`src/rtl/load_store_unit.sv`:
```
// Load/store unit: accepts one RISC-V load/store request at a time, drives data_mem, and returns an extended response.
// Optional MISALIGN_TRAP_EN: when defined, accesses whose address is not a multiple of their size are rejected.
module load_store_unit #(
    parameter int ADDR_W = 11,
    parameter int DATA_W = 64
) (
    input  logic              clk,
    input  logic              rst,
    input  logic              req_valid,
    output logic              req_ready,
    input  logic              req_we,
    input  logic [2:0]        req_funct3,
    input  logic [ADDR_W-1:0] req_addr,
    input  logic [DATA_W-1:0] req_wdata,
    output logic              resp_valid,
    input  logic              resp_ready,
    output logic [DATA_W-1:0] resp_rdata,
    output logic              resp_err,
    output logic              mem_wr_en,
    output logic [ADDR_W-1:0] mem_wr_addr,
    output logic [DATA_W-1:0] mem_wr_data,
    output logic [3:0]        mem_wr_len,
    output logic              mem_rd_en,
    output logic [ADDR_W-1:0] mem_rd_addr,
    input  logic [DATA_W-1:0] mem_rd_data
);

    typedef enum logic [2:0] {IDLE, ST_ISSUE, LD_ISSUE, LD_WAIT, RESP} state_t;

    state_t              state, state_next;
    logic [2:0]          lat_funct3;
    logic [ADDR_W-1:0]   lat_addr;
    logic [DATA_W-1:0]   lat_wdata;
    logic [DATA_W-1:0]   rdata_q;
    logic                err_q;
    logic                accept;
    logic                req_err;
    logic [3:0]          req_size;
    logic [3:0]          lat_size;
    logic [ADDR_W:0]     req_end;
    logic [DATA_W-1:0]   le_data;
    logic [DATA_W-1:0]   ld_result;

    assign accept   = req_valid && (state == IDLE);
    assign req_size = 4'd1 << req_funct3[1:0];
    assign lat_size = 4'd1 << lat_funct3[1:0];
    // One extra bit so an access running past the top of memory cannot wrap to a legal address.
    assign req_end  = {1'b0, req_addr} + (ADDR_W+1)'(req_size);

    always_comb begin
        req_err = 1'b0;
        if (req_we && req_funct3[2])
            req_err = 1'b1;
        if (!req_we && (req_funct3 == 3'b111))
            req_err = 1'b1;
        if (req_end > {1'b1, {ADDR_W{1'b0}}})
            req_err = 1'b1;
`ifdef MISALIGN_TRAP_EN
        if (({1'b0, req_addr[2:0]} & (req_size - 4'd1)) != 4'd0)
            req_err = 1'b1;
`endif
    end

    always_ff @(posedge clk or negedge rst) begin
        if (!rst)
            state <= IDLE;
        else
            state <= state_next;
    end

    always_comb begin
        state_next  = state;
        req_ready   = 1'b0;
        resp_valid  = 1'b0;
        mem_wr_en   = 1'b0;
        mem_wr_addr = '0;
        mem_wr_data = '0;
        mem_wr_len  = '0;
        mem_rd_en   = 1'b0;
        mem_rd_addr = '0;
        case (state)
            IDLE: begin
                req_ready = 1'b1;
                if (req_valid)
                    state_next = req_err ? RESP : (req_we ? ST_ISSUE : LD_ISSUE);
            end
            ST_ISSUE: begin
                mem_wr_en   = 1'b1;
                mem_wr_addr = lat_addr;
                mem_wr_data = lat_wdata;
                mem_wr_len  = lat_size;
                state_next  = RESP;
            end
            LD_ISSUE: begin
                mem_rd_en   = 1'b1;
                mem_rd_addr = lat_addr;
                state_next  = LD_WAIT;
            end
            LD_WAIT: state_next = RESP;
            RESP: begin
                resp_valid = 1'b1;
                if (resp_ready)
                    state_next = IDLE;
            end
            default: state_next = IDLE;
        endcase
    end

    // Memory returns the lowest-addressed byte in the top lane; flip to a little-endian value first.
    always_comb begin
        for (int k = 0; k < 8; k++)
            le_data[8*k +: 8] = mem_rd_data[63-8*k -: 8];
        case (lat_funct3)
            3'b000:  ld_result = {{56{le_data[7]}},  le_data[7:0]};
            3'b001:  ld_result = {{48{le_data[15]}}, le_data[15:0]};
            3'b010:  ld_result = {{32{le_data[31]}}, le_data[31:0]};
            3'b100:  ld_result = {56'd0, le_data[7:0]};
            3'b101:  ld_result = {48'd0, le_data[15:0]};
            3'b110:  ld_result = {32'd0, le_data[31:0]};
            default: ld_result = le_data;
        endcase
    end

    always_ff @(posedge clk or negedge rst) begin
        if (!rst) begin
            lat_funct3 <= '0;
            lat_addr   <= '0;
            lat_wdata  <= '0;
            rdata_q    <= '0;
            err_q      <= 1'b0;
        end else begin
            if (accept) begin
                lat_funct3 <= req_funct3;
                lat_addr   <= req_addr;
                lat_wdata  <= req_wdata;
                rdata_q    <= '0;
                err_q      <= req_err;
            end
            if (state == LD_WAIT)
                rdata_q <= ld_result;
            if ((state == RESP) && resp_ready) begin
                rdata_q <= '0;
                err_q   <= 1'b0;
            end
        end
    end

    assign resp_rdata = rdata_q;
    assign resp_err   = err_q;

endmodule

```
`config.mk`:
```
export PLATFORM = sky130hd
export DESIGN_NAME = load_store_unit
export DESIGN_NICKNAME = d
export VERILOG_FILES = /design/src/rtl/load_store_unit.sv
export SDC_FILE = /design/constraint.sdc
export NUM_CORES = 1
export LEC_CHECK = 0
export ABC_AREA = 1
export BUFFER_PORTS_ARGS = -buffer_cell sky130_fd_sc_hd__buf_2
export CAP_MARGIN = 40
export CORE_AREA = 2 2 133 135
export CTS_BUF_LIST = sky130_fd_sc_hd__clkbuf_8
export CTS_CLUSTER_SIZE = 10
export DETAILED_ROUTE_END_ITERATION = 12
export DIE_AREA = 0 0 135 137
export GPL_ROUTABILITY_DRIVEN = 0
export PLACE_DENSITY = 0.66
export SYNTH_ARGS = -nofsm -noshare
export SYNTH_HDL_FRONTEND = slang
export SYNTH_SLANG_ARGS = --single-unit
```
`constraint.sdc`:
```
create_clock -name clk -period 3.5 [get_ports clk]
set_input_delay 0.525 -clock clk [delete_from_list [all_inputs] [get_ports clk]]
set_output_delay 0.525 -clock clk [all_outputs]
set_load 0.02 [all_outputs]
```
After elaboration in Yosys (flattened, before gate mapping)
Index checks and enable logic that the tools add are counted.
{"block": "totals", "ff_bits": 146, "in_bits": 147, "out_inout_bits": 159, "word_cells": 55}
{"block": "classes", "add_sub_neg": 1, "magnitude_cmp": 1, "eq_ne": 12, "shift": 2, "mux": 22, "reduce_logical": 11}
{"op": "$pmux 64 s6", "n": 1}
{"op": "$mux 64", "n": 4}
{"op": "$mux 11", "n": 2}
{"op": "$eq 3x3->1 const B", "n": 5}
{"op": "$add 11x4->12", "n": 1}
{"op": "$gt 12x12->1 const B", "n": 1}
{"op": "$pmux 3 s4", "n": 1}
{"op": "$eq 3x2->1 const B", "n": 3}
{"op": "$mux 1", "n": 9}
{"op": "$mux 3", "n": 3}
{"op": "$shl 1x2->4 const A", "n": 2}
{"op": "$eq 3x1->1 const B", "n": 2}
{"op": "$logic_not 3->1", "n": 2}
{"op": "$logic_and 1x1->1", "n": 4}
{"op": "$mux 4", "n": 1}
{"op": "$ne 2x2->1 const B", "n": 2}
{"op": "$reduce_bool 3->1", "n": 1}
{"op": "$mux 2", "n": 1}
{"op": "$reduce_and 2->1", "n": 1}
{"op": "$reduce_bool 2->1", "n": 1}
{"op": "$reduce_or 2->1", "n": 1}
{"op": "$logic_not 1->1", "n": 1}

Logic depth before layout (Yosys ltp)
{"block": "logic_depth", "ltp_word": 7, "depth_mapped": 14, "depth_no_buf": 14}

Worst setup path before layout
OpenSTA, ideal clock, no wires.
{"block": "synth_timing", "path_type": "register to output", "from": "register state[2]", "to": "output port mem_wr_addr[0]", "t_arrival_ps": 1717, "t_required_ps": 2975, "setup_slack_ps": 1258, "path_stages_with_launch": 8, "path_buffers": 2, "path_cell_list": "dfrtp_1 > inv_1 > nand2_1 > nor2_1 > inv_2 > clkbuf_1 > buf_1 > nor2_1"}
{"block": "synth_via", "elab_chain_cells": 2}
{"item": "start, declared", "line": "30", "source": "state_t state, state_next;"}
{"item": "start signal, assigned", "line": "68", "source": "state <= state_next;"}
{"item": "$eq 3x1->1", "line": "81", "source": "case (state)"}
{"item": "$mux 11", "line": "81"}
{"item": "end, declared", "line": "20", "source": "output logic [ADDR_W-1:0] mem_wr_addr,"}
Every way passes these cells.

Worst setup path after layout
{"block": "layout_timing", "from": "register state[0]", "to": "output port mem_wr_data[16]"}
{"block": "layout_via", "elab_chain_cells": 2}
{"item": "$eq 3x1->1", "line": "81"}
{"item": "$mux 64", "line": "81"}
{"item": "end, declared", "line": "21", "source": "output logic [DATA_W-1:0] mem_wr_data,"}
Every way passes these cells.

==> flow_metrics.env <==
export IMPL_vias=6037
export IMPL_avgViaCountPerCell=4.60
export IMPL_min_path_type="input pin to async pin"
export IMPL_die_area_sq_um=18500
export IMPL_cap_violations=0
export IMPL_reg2reg_from="lat_funct3[1]"
export IMPL_post_synth_num_cell_types=28
export IMPL_syn_area_sq_um=6700
export IMPL_crit_slowest_cell="buf_4"
export IMPL_max_stage_delay_ns=0.56
export IMPL_routedWlPerCell_um=14.0
export IMPL_port_buffers=305
export IMPL_reg2reg_to="resp_rdata[60]"
export IMPL_cts_root_buffer="clkbuf_8"
export IMPL_first_pass_iters=5
export IMPL_crit_arrival_ns=2.27
export IMPL_synth_most_common_cell="nor2_1"
export IMPL_grt_max_degree=75
export IMPL_period_needed_ns=2.79
export IMPL_tightest_slew_ns=0.705
export IMPL_drc=0
export IMPL_drt_total_wl_mm=18.4
export IMPL_fin_util=0.517
export IMPL_ant_nets=0
export IMPL_final_cell_area_sq_um=8820
export IMPL_final_nets=1226
export IMPL_start_kind="register"
export IMPL_antenna_found_initial=1
export IMPL_final_layout_size_suffix_gt1_frac=0.356
export IMPL_die_w_um=135
export IMPL_p_total_mw=7.44
export IMPL_async_reset_ff_frac=1.00
export IMPL_reg2reg_depth=7
export IMPL_tns_ns=0
export IMPL_fmax_mhz=358
export IMPL_skew_ns=0.0111
export IMPL_grt_ovfl_total=0
export IMPL_clk_pin_slew_ns=0.08
export IMPL_synth_cells=785
export IMPL_final_hold_viol_count=0
export IMPL_ys_top_cells_by_count="nor2_1 (209), inv_1 (154), dfrtp_1 (146), a21oi_1 (101), nand2_1 (32)"
export IMPL_crit_fanout=59
export IMPL_syn_area_per_cell_sq_um=8.53
export IMPL_coreArea_sq_um=17100
export IMPL_synth_seq_area_share=0.545
export IMPL_postCtsSetupBuffers=0
export IMPL_power_density_nw_per_um2=844
export IMPL_start_util=0.393
export IMPL_fillers=1625
export IMPL_die_h_um=137
export IMPL_clock_latency_ns=0.44
export IMPL_outcome="completed"
export IMPL_syn_to_final_growth_pct=31.7
export IMPL_crit_chain="nand2_1 > nor2_1 > inv_2 > buf_4 > nor2_1 > buf_2"
export IMPL_finalMaxSlewViolations=0
export IMPL_io_pins=306
export IMPL_synth_edf_count=0
export IMPL_drt_iter0_markers=241
export IMPL_rsz0062_at_grt="false"
export IMPL_synth_top_area_frac=0.545
export IMPL_vdd_ir_drop_max_mv=0.421
export IMPL_grt_use_total=0.195
export IMPL_rows=48
export IMPL_holdWs_ns=0.0955
export IMPL_crit_path_frequent_cell="nor2_1"
export IMPL_leakagePower_nw=5.08
export IMPL_cts_num_sinks=146
export IMPL_fin_crit_sh=0.797
export IMPL_synth_seq_cells=146
export IMPL_setup_viol=0
export IMPL_h_tree_depth=4
export IMPL_post_cts_resized=0
export IMPL_synth_flop_cell="dfrtp_1"
export IMPL_numCtsBuffers=17
export IMPL_path_class="register to primary output"
export IMPL_slew_headroom=0.530
export IMPL_yosys_top_cells_area="dfrtp_1 (55%), nor2_1 (12%), inv_1 (8.6%), a21oi_1 (7.5%), o22ai_2 (5.6%)"
export IMPL_dp_hpwl_mm=13.2
export IMPL_placed_area_sq_um=8420
export IMPL_syn_num_nets=937
export IMPL_end_kind="primary output"
export IMPL_r2r_setup_slack_ns=1.31
export IMPL_yosys_warnings=0
export IMPL_clock_path_buffers=2
export IMPL_hold_buffers=0
export IMPL_cp_data_required_time_ns=2.97
export IMPL_n_antenna_cell=0
export IMPL_synth_area_leader_cell="dfrtp_1"
export IMPL_grt_pass1_vias=5596
export IMPL_grt_first_pass_wirelength_mm=28.2
export IMPL_cts_tree="built"
metal layers:
layer / share of wire / up-vias / track usage
met5: 0 / - / 0
met4: 0.015 / 0 / 0.0625
met3: 0.086 / 23 / 0.0652
met2: 0.47 / 234 / 0.317
met1: 0.43 / 2766 / 0.246
li1: - / 3014 / -
where the power goes:
| group | total [mW] | switching (mW) | leakage, nW | internal (mW) |
|---|---|---|---|---|
| registers | 2.56 | 0.238 | 1.79 | 2.32 |
| clock network | 1.34 | 0.680 | 0.185 | 0.660 |
| logic | 3.54 | 2.44 | 3.11 | 1.10 |
cells by family after synthesis:
group | share of synthesized area
AOI/OAI and AO/OA | 0.169
muxes | 0.00168
buffers and inverters | 0.120
adders and majority gates | 0.0105
and+or+nand+nor | 0.153
DFF | 0.545
flip-flops by register name (all words and copies together) (netlist names):
signal	count
lat_wdata	64
resp_rdata	64
lat_addr	11
lat_funct3	3
state	3
resp_err	1
metrics by stage:
step | setup slack (ns) | std cells
after floorplan | 1.26 | 785
after global placement | 1.02 | 1279
after detailed placement | 1.05 | 1280
after CTS | 0.642 | 1312
after global routing | 0.507 | 1312
final | 0.710 | 1312
critical path, delay by kind of cell, from the launching register on:
kind                   cells  cell delay, ns
buffers and inverters      3            1.04
flip-flops                 1            0.40
AND/OR/NAND/NOR            3            0.34
area by class of cell:
cell class / count / area [sq um] / share of cell area
clock buffer: 18 / 248 / 0.0281
timing repair buffer: 314 / 1630 / 0.185
multi-input combinational: 438 / 2260 / 0.256
inverter: 157 / 592 / 0.0671
tap: 225 / 282 / 0.0319
sequential: 146 / 3650 / 0.414
clock inverter: 14 / 154 / 0.0174
cell usage in the layout, fill, tap and decap left out, types with 2 or more instances in the layout:
cell type   synthesis  routed
nand3_1            10       9
buf_2              10     304
inv_6               0       4
o21ai_1             6       6
nor2_1            209     209
nand2_1            32      31
ha_1                4       4
a21oi_1           101     101
nor3_1              2       2
dfrtp_1           146     146
clkbuf_8            0      18
buf_4               0       7
o21ai_0             7       7
bufinv_16           0       2
clkinvlp_4          0       6
inv_2               2       2
nand4_1             2       2
inv_1             154     154
o22ai_2            30      30
o22ai_1            26      26
worst max-delay path by stage:
stage	from	end	slack [ns]	depth (start not counted)
3_3_place_gp	req_valid	resp_rdata[60]	1.02	4
6_report	state[0]	mem_wr_data[16]	0.71	6
5_1_grt	state[0]	mem_wr_data[55]	0.51	6
2_1_floorplan	state[2]	mem_wr_addr[0]	1.26	7
3_5_place_dp	req_funct3[0]	state[2]	1.05	13
4_1_cts	state[0]	mem_wr_data[16]	0.64	6
Note: power is estimated with default switching activity, not from simulation.
